`src/rtl/counter_ctrl_pkg.sv`:
```
// Shared types and constants for the front-panel control stage that drives
// the 4-bit up/down counter.
package counter_ctrl_pkg;

  localparam int CNT_W = 4;

  // Slot of each button in the per-button vectors inside the top level.
  localparam int BTN_UP   = 0;
  localparam int BTN_DOWN = 1;
  localparam int BTN_LOAD = 2;
  localparam int BTN_RUN  = 3;
  localparam int NUM_BTN  = 4;

  typedef enum logic {
    MODE_MANUAL = 1'b0,
    MODE_AUTO   = 1'b1
  } mode_e;

  function automatic mode_e toggle_mode(input mode_e mode);
    return (mode == MODE_AUTO) ? MODE_MANUAL : MODE_AUTO;
  endfunction

endpackage

```
`src/rtl/counter_ctrl_if.sv`:
```
// Front-panel bundle: raw buttons and switches in, counter controls out.
// The master drives the panel side; the controller attaches as the slave.
interface counter_ctrl_if;
  import counter_ctrl_pkg::*;

  logic             btn_up;
  logic             btn_down;
  logic             btn_load;
  logic             btn_run;
  logic [CNT_W-1:0] sw;

  logic             load;
  logic             enable;
  logic             up_down;
  logic [CNT_W-1:0] d_in;
  logic             run_active;

  modport master (
    output btn_up, btn_down, btn_load, btn_run, sw,
    input  load, enable, up_down, d_in, run_active
  );

  modport slave (
    input  btn_up, btn_down, btn_load, btn_run, sw,
    output load, enable, up_down, d_in, run_active
  );

endinterface

```
`src/rtl/btn_debounce.sv`:
```
// One push-button channel: 2-flop synchroniser, stability debouncer and
// rising-edge press detector. The press pulse is registered with the level.
module btn_debounce #(
  parameter int DEBOUNCE_CYCLES = 250000
) (
  input  logic clk,
  input  logic rst_n,
  input  logic btn_raw,
  output logic level,
  output logic press
);

  localparam int              DB_W    = $clog2(DEBOUNCE_CYCLES + 1);
  localparam logic [DB_W-1:0] DB_LAST = DB_W'(DEBOUNCE_CYCLES - 1);

  logic            sync1_q, sync2_q;
  logic            level_q, level_d;
  logic            press_q, press_d;
  logic [DB_W-1:0] cnt_q, cnt_d;

  // NOTE: non-blocking assignments let every flop sample the pre-edge value,
  // which is what makes the two synchroniser stages two distinct delays.
  always_ff @(posedge clk or negedge rst_n) begin
    if (!rst_n) begin
      sync1_q <= 1'b0;
      sync2_q <= 1'b0;
      level_q <= 1'b0;
      press_q <= 1'b0;
      cnt_q   <= '0;
    end else begin
      sync1_q <= btn_raw;
      sync2_q <= sync1_q;
      level_q <= level_d;
      press_q <= press_d;
      cnt_q   <= cnt_d;
    end
  end

  // The count only survives while the synchronised input keeps disagreeing
  // with the accepted level; the N-th consecutive disagreement flips it.
  always_comb begin
    // NOTE: every output of this block gets a default first, so no path can
    // leave one unassigned and infer a latch.
    level_d = level_q;
    press_d = 1'b0;
    cnt_d   = '0;
    if (sync2_q != level_q) begin
      if (cnt_q == DB_LAST) begin
        level_d = sync2_q;
        press_d = sync2_q;
      end else begin
        cnt_d = cnt_q + 1'b1;
      end
    end
  end

  assign level = level_q;
  assign press = press_q;

endmodule

```
`src/rtl/counter_ctrl.sv`:
```
// Front-panel controller: debounced buttons become registered load/enable
// pulses, a direction level and a latched load value, with an auto-run mode.
module counter_ctrl
  import counter_ctrl_pkg::*;
#(
  parameter int DEBOUNCE_CYCLES = 250000,
  parameter int TICK_DIV        = 25000000
) (
  input  logic           clk,
  input  logic           rst_n,
  counter_ctrl_if.slave  bus
);

  localparam int              PS_W    = $clog2(TICK_DIV);
  localparam logic [PS_W-1:0] PS_LAST = PS_W'(TICK_DIV - 1);

  logic [NUM_BTN-1:0] btn_raw;
  logic [NUM_BTN-1:0] btn_level;
  logic [NUM_BTN-1:0] btn_press;

  logic [CNT_W-1:0] sw_sync1_q, sw_sync2_q;

  mode_e            mode_q, mode_d;
  logic             dir_q, dir_d;
  logic [PS_W-1:0]  presc_q, presc_d;
  logic [CNT_W-1:0] d_in_q, d_in_d;
  logic             load_q, load_d;
  logic             enable_q, enable_d;

  logic step_up, step_down, tick;

  assign btn_raw[BTN_UP]   = bus.btn_up;
  assign btn_raw[BTN_DOWN] = bus.btn_down;
  assign btn_raw[BTN_LOAD] = bus.btn_load;
  assign btn_raw[BTN_RUN]  = bus.btn_run;

  for (genvar g = 0; g < NUM_BTN; g++) begin : g_btn
    btn_debounce #(
      .DEBOUNCE_CYCLES (DEBOUNCE_CYCLES)
    ) u_btn (
      .clk     (clk),
      .rst_n   (rst_n),
      .btn_raw (btn_raw[g]),
      .level   (btn_level[g]),
      .press   (btn_press[g])
    );
  end

  // A press is only ever raised together with its debounced level going high.
  a_press_has_level: assert property (
    @(posedge clk) disable iff (!rst_n) (btn_press & ~btn_level) == '0
  );

  always_ff @(posedge clk or negedge rst_n) begin
    if (!rst_n) begin
      sw_sync1_q <= '0;
      sw_sync2_q <= '0;
      mode_q     <= MODE_MANUAL;
      dir_q      <= 1'b1;
      presc_q    <= '0;
      d_in_q     <= '0;
      load_q     <= 1'b0;
      enable_q   <= 1'b0;
    end else begin
      sw_sync1_q <= bus.sw;
      sw_sync2_q <= sw_sync1_q;
      mode_q     <= mode_d;
      dir_q      <= dir_d;
      presc_q    <= presc_d;
      d_in_q     <= d_in_d;
      load_q     <= load_d;
      enable_q   <= enable_d;
    end
  end

  // Up and down pressed together cancel each other completely.
  assign step_up   = btn_press[BTN_UP]   & ~btn_press[BTN_DOWN];
  assign step_down = btn_press[BTN_DOWN] & ~btn_press[BTN_UP];
  assign tick      = (mode_q == MODE_AUTO) && (presc_q == PS_LAST);

  always_comb begin
    mode_d   = mode_q;
    dir_d    = dir_q;
    presc_d  = presc_q;
    d_in_d   = d_in_q;
    load_d   = 1'b0;
    enable_d = 1'b0;

    if (step_up) begin
      dir_d = 1'b1;
    end else if (step_down) begin
      dir_d = 1'b0;
    end

    unique case (mode_q)
      MODE_MANUAL: begin
        enable_d = step_up | step_down;
      end
      MODE_AUTO: begin
        enable_d = tick;
        presc_d  = tick ? '0 : presc_q + 1'b1;
      end
      default: ;
    endcase

    // Entering or leaving auto-run restarts the prescaler; a tick on the
    // leaving edge is dropped so no step follows the exit.
    if (btn_press[BTN_RUN]) begin
      mode_d  = toggle_mode(mode_q);
      presc_d = '0;
      if (mode_q == MODE_AUTO) begin
        enable_d = 1'b0;
      end
    end

    // Load wins over any step or tick in the same cycle.
    if (btn_press[BTN_LOAD]) begin
      load_d   = 1'b1;
      d_in_d   = sw_sync2_q;
      enable_d = 1'b0;
      presc_d  = '0;
    end
  end

  assign bus.load       = load_q;
  assign bus.enable     = enable_q;
  assign bus.up_down    = dir_q;
  assign bus.d_in       = d_in_q;
  assign bus.run_active = (mode_q == MODE_AUTO);

endmodule
```
`src/flat_wrapper.sv`:
```
// flat-port wrapper written by rule: the top's interface ports become plain ports
module counter_ctrl_flat import counter_ctrl_pkg::*;
#(
  parameter int DEBOUNCE_CYCLES = 250000,
  parameter int TICK_DIV        = 25000000
)
  (clk, rst_n, bus_btn_up, bus_btn_down, bus_btn_load, bus_btn_run, bus_sw, bus_load, bus_enable, bus_up_down, bus_d_in, bus_run_active);
  counter_ctrl_if bus_i ();
  input  logic clk;
  input  logic rst_n;
  input wire logic [$bits(bus_i.btn_up)-1:0] bus_btn_up;
  input wire logic [$bits(bus_i.btn_down)-1:0] bus_btn_down;
  input wire logic [$bits(bus_i.btn_load)-1:0] bus_btn_load;
  input wire logic [$bits(bus_i.btn_run)-1:0] bus_btn_run;
  input wire logic [$bits(bus_i.sw)-1:0] bus_sw;
  output wire logic [$bits(bus_i.load)-1:0] bus_load;
  output wire logic [$bits(bus_i.enable)-1:0] bus_enable;
  output wire logic [$bits(bus_i.up_down)-1:0] bus_up_down;
  output wire logic [$bits(bus_i.d_in)-1:0] bus_d_in;
  output wire logic [$bits(bus_i.run_active)-1:0] bus_run_active;
  assign bus_i.btn_up = bus_btn_up;
  assign bus_i.btn_down = bus_btn_down;
  assign bus_i.btn_load = bus_btn_load;
  assign bus_i.btn_run = bus_btn_run;
  assign bus_i.sw = bus_sw;
  assign bus_load = bus_i.load;
  assign bus_enable = bus_i.enable;
  assign bus_up_down = bus_i.up_down;
  assign bus_d_in = bus_i.d_in;
  assign bus_run_active = bus_i.run_active;
  counter_ctrl #(.DEBOUNCE_CYCLES(DEBOUNCE_CYCLES), .TICK_DIV(TICK_DIV)) u_core (.clk(clk), .rst_n(rst_n), .bus(bus_i));
endmodule
```
`config.mk`:
```
export PLATFORM = sky130hd
export DESIGN_NAME = counter_ctrl_flat
export DESIGN_NICKNAME = d
export VERILOG_FILES = /design/src/rtl/counter_ctrl_pkg.sv /design/src/rtl/counter_ctrl_if.sv /design/src/rtl/btn_debounce.sv /design/src/rtl/counter_ctrl.sv /design/src/flat_wrapper.sv
export SDC_FILE = /design/constraint.sdc
export NUM_CORES = 1
export LEC_CHECK = 0
export CAP_MARGIN = 10
export CORE_ASPECT_RATIO = 0.7
export CORE_MARGIN = 1
export CORE_UTILIZATION = 30
export CTS_CLUSTER_SIZE = 14
export DETAILED_ROUTE_END_ITERATION = 12
export GPL_TIMING_DRIVEN = 0
export PLACE_DENSITY = 0.46
export SLEW_MARGIN = 10
export SYNTH_ARGS = -nofsm -noshare
export SYNTH_HDL_FRONTEND = slang
export SYNTH_HIERARCHICAL = 1
export SYNTH_SLANG_ARGS = --single-unit
export TNS_END_PERCENT = 50
```
`constraint.sdc`:
```
create_clock -name clk -period 4.6 [get_ports clk]
set_clock_uncertainty 0.2 [all_clocks]
set_input_delay 1.15 -clock clk [delete_from_list [all_inputs] [get_ports clk]]
set_output_delay 1.15 -clock clk [all_outputs]
set_load 0.02 [all_outputs]
```
==> summary.md <==
The flow ran to the end, and the final reports show no timing, DRC or antenna violations. The period utilization is 63.9%, and the clock-pin transition on the worst setup and hold timing paths is 0.06 ns. Average footprint of a synthesized cell: 10.4 um2.

Across the VDD grid, the largest voltage drop is 0.279 mV. TritonCTS built the clock tree. The number of antenna violations at the first check in global routing came out at 0. The via density per instance was 5.04; the gate count after technology mapping was 599. In this run, synthesis produced a sequential element count of 129. Counting cells, the worst reg-to-reg path comes to 6. STA puts the critical path data arrival time at 3.07 ns. After global routing the overflow that remains totals 0. In this run the static leakage power is 2.99 nW.

The number of unique standard cell types used by synthesis came out at 50. The clock latency at the later pin of the worst-skew pair is 0.42 ns. The most instantiated flip-flop cell in the synthesis netlist is sky130_fd_sc_hd__dfrtp_1. The count of max-cap constraint violations was 0; the sequential area share after synthesis was 51.7%. For this run, design rule violations remaining after detail routing come to 0. Along the worst hold path, the cell count comes to 0. The worst setup path is launched from a flip-flop. Setup violations remaining at the end of the flow were counted as 0. STA classifies the critical path endpoint as a flip-flop.

Measured against its own limit, the worst slew margin works out to 34.3%. The final layout contains routed wiring with a total length of 13,700 um. In the global route stage, overall resource usage came out at 13.9%.

The top-level port count is 18, and the number of endpoints with negative hold slack in the final report is 0. The number of flops mapped to enable cells by yosys was 0; the layout cell share with drive strength beyond 1 was 12.7%. At the pin with the least slew margin, the transition time is 0.976 ns.

The worst register-to-register path has a setup slack of 1.66 ns. The final layout contains 652 nets. The remaining number of nets flagged by the antenna check after routing is 0.

The overall die area came out at 21,400 um2. The pre-antenna-repair detailed-routing pass consisted of 5 iterations. For this block, the initial DRC count from the detailed router was 389. The first global-routing pass estimated 23,400 um of wire.

Setup repair after global routing left no endpoint under its margin. For this run, the number of Yosys warnings is 6. In the final routed layout, each cell accounts on average for 14.9 um. The synthesis-to-finish area growth is 18.1%, and the worst setup slack after layout is 1.66 ns. The number of pins exceeding their max-slew limit in the final report came out at 0. Cells fill 36.7% of the core in the end. The final route contains 4,631 vias. Path category of the worst min-delay check: reg -> reg.

The logs give 4,435 for the number of global-route vias before repair and 2 for the number of buffers between clock root and the deepest sink. 0 antenna diodes ended up in the layout. STA puts the critical path data required time at 4.73 ns. The floorplan step set the die height to 123 um. In this run the critical register-to-register path is launched from u_core/presc_q[5]. Worst setup path category: reg -> reg. In this run the critical register-to-register path is captured at u_core/presc_q[23]. The run gives 4 as the number of H-tree branching levels.

Slowest cell on the critical path: sky130_fd_sc_hd__nor4_1. Counting I/O delays and the setup requirement, the final critical path takes 2.94 ns. The run gives 0 as the hold buffer count at cts. The tools report the start point of the critical path as u_core/presc_q[5]. Timing would allow up to 340 MHz. After floorplanning, the core was sized to cover 20,100 um2. Gates resized during post-CTS repair numbered 0. The number of nets handed over by synthesis was 615. The die is 174 um wide. Along the worst path, the maximum fanout reaches 9. The worst stage delay on the critical path came out at 0.87 ns. OpenSTA, run right after detailed placement, puts the worst setup slack at 1.70 ns.

The initial utilization of the core area, before any placement, comes to 31.1%. The worst hold path begins at u_core/sw_sync1_q[1]. The initialized floorplan defines 43 standard-cell rows. Once detailed placement completed, the half-perimeter wirelength came to 9180 um.

The count of input and output buffers is 17. Buffer cell driving the clock tree root: sky130_fd_sc_hd__clkbuf_16. The power per unit of standard cell area works out to 350 nW/um2. The tools report the pin count of the biggest net entering global routing as 90. The tools report the clock sink count as 129. At the end of routability-driven placement, the weighted congestion stood at 0.850. The run gives 6240 um2 as the cell area after technology mapping. The capture point of the worst path was u_core/presc_q[23]. After clock tree synthesis, the setup repair step added 0 buffers.

Total CTS buffers: 17. The critical path goes through clkbuf_1 -> nand3_1 -> nor4_1 -> nand2_1 -> or4_1 -> a21oi_1. The share of async-settable or async-resettable flops after synthesis is 100%.
==> how the worst min path moves through the flow <==
stage,end,slack (ns)
finish,u_core/sw_sync2_q[1],0.15
global placement,u_core/sw_sync2_q[1],0.13
CTS,u_core/sw_sync2_q[1],0.15
detailed placement,u_core/g_btn[2].u_btn/sync2_q,0.13
global route,u_core/sw_sync2_q[2],0.16
floorplan,u_core/g_btn[0].u_btn/sync2_q,0.13
==> per-layer routing <==
layer	up-vias	wire length, um	part of all wire (%)	global-route usage (%)
met5	-	0	0	0
li1	2264	-	-	-
met3	14	444	3.2	3.59
met4	0	173	1.3	4.44
met2	74	5540	41	18.6
met1	2279	7520	55	21.2
==> sequential cells by signal, indices dropped and copies added, names as in the netlist, 4 cells and up <==
register                    count
u_core/g_btn.u_btn/press        4
u_core/bus.d_in                 4
u_core/sw_sync2_q               4
u_core/g_btn.u_btn/cnt_q       72
u_core/sw_sync1_q               4
u_core/presc_q                 25
u_core/g_btn.u_btn/level        4
u_core/g_btn.u_btn/sync1_q      4
u_core/g_btn.u_btn/sync2_q      4
==> final cells by class <==
class	instances	area, um2
Tap cell	270	338
Buffer	19	116
Inverter	8	30.0
Timing Repair Buffer	18	199
Clock inverter	9	106
Multi-Input combinational cell	443	2870
Sequential cell	129	3230
Clock buffer	22	484
Fill cell	2003	12700
==> layout by cell type (no fill, tap or decap), drive strengths merged, types with 3 or more instances in the layout <==
master and instances:
dfrtp 128, nor2 75, nand2 47, nand3 41, xnor2 40, clkbuf 32, nand4 29, nor4 29
xor2 21, a21oi 19, a31oi 18, and3 18, or4 17, clkdlybuf4s50 16, nor3 11, o21ai 11
buf 11, mux2 9, inv 8, nand2b 7, ha 6, or3 5, and4 5, nor3b 5
o41ai 5, a41oi 4, clkinv 4, clkinvlp 3, or2b 3
==> cell usage after synthesis, drive strengths merged (7+ instances only) <==
master  number  area share (%)
dfrtp      128              51
nor2        75             4.5
nand2       47             2.8
nand3       41             3.6
xnor2       40             5.6
nand4       29             2.9
nor4        29             2.9
xor2        21             2.9
a21oi       19             1.5
a31oi       18             1.8
and3        18             1.9
or4         17             2.6
nor3        11            0.88
o21ai       11            0.88
clkbuf      10            0.68
buf          9             1.2
mux2         9             1.9
inv          8            0.48
nand2b       7            0.86
==> report_power, final <==
part / switching [mW] / internal (mW)
sequential: 0.0140 / 1.15
combinational: 0.0415 / 0.0243
clock: 0.496 / 0.850
==> worst max-delay path: cells and delay by family, from the launching register on <==
| family | cells | cell delay [ns] |
|---|---|---|
| simple gates | 4 | 1.88 |
| buf+inv | 1 | 0.32 |
| flops | 1 | 0.31 |
| compound gates | 1 | 0.15 |
==> cell families after synthesis <==
| kind of cell | Yosys count | synth area share [%] |
|---|---|---|
| DFF | 129 | 51.7 |
| buffers and inverters | 27 | 2.35 |
| and+or+nand+nor | 300 | 26.2 |
| xor gates and xnor gates | 61 | 8.56 |
| adders and majority gates | 6 | 1.20 |
| AOI/OAI and AO/OA | 67 | 8.08 |
| muxes | 9 | 1.86 |
==> per-stage QoR <==
stage | power [mW] | setup TNS, ns | area [um2] | cells | hold WS (ns)
after floorplan | 1.21 | 0 | 6240 | 599 | 0.131
after global placement | 1.25 | -399.85 | 6750 | 886 | 0.132
after detailed placement | 1.25 | 0 | 6780 | 887 | 0.135
after CTS | 2.62 | 0 | 7370 | 918 | 0.148
after global routing | 2.68 | 0 | 7370 | 918 | 0.156
final | 2.58 | 0 | 7370 | 918 | 0.145
Power figures use the tool's default switching activity.
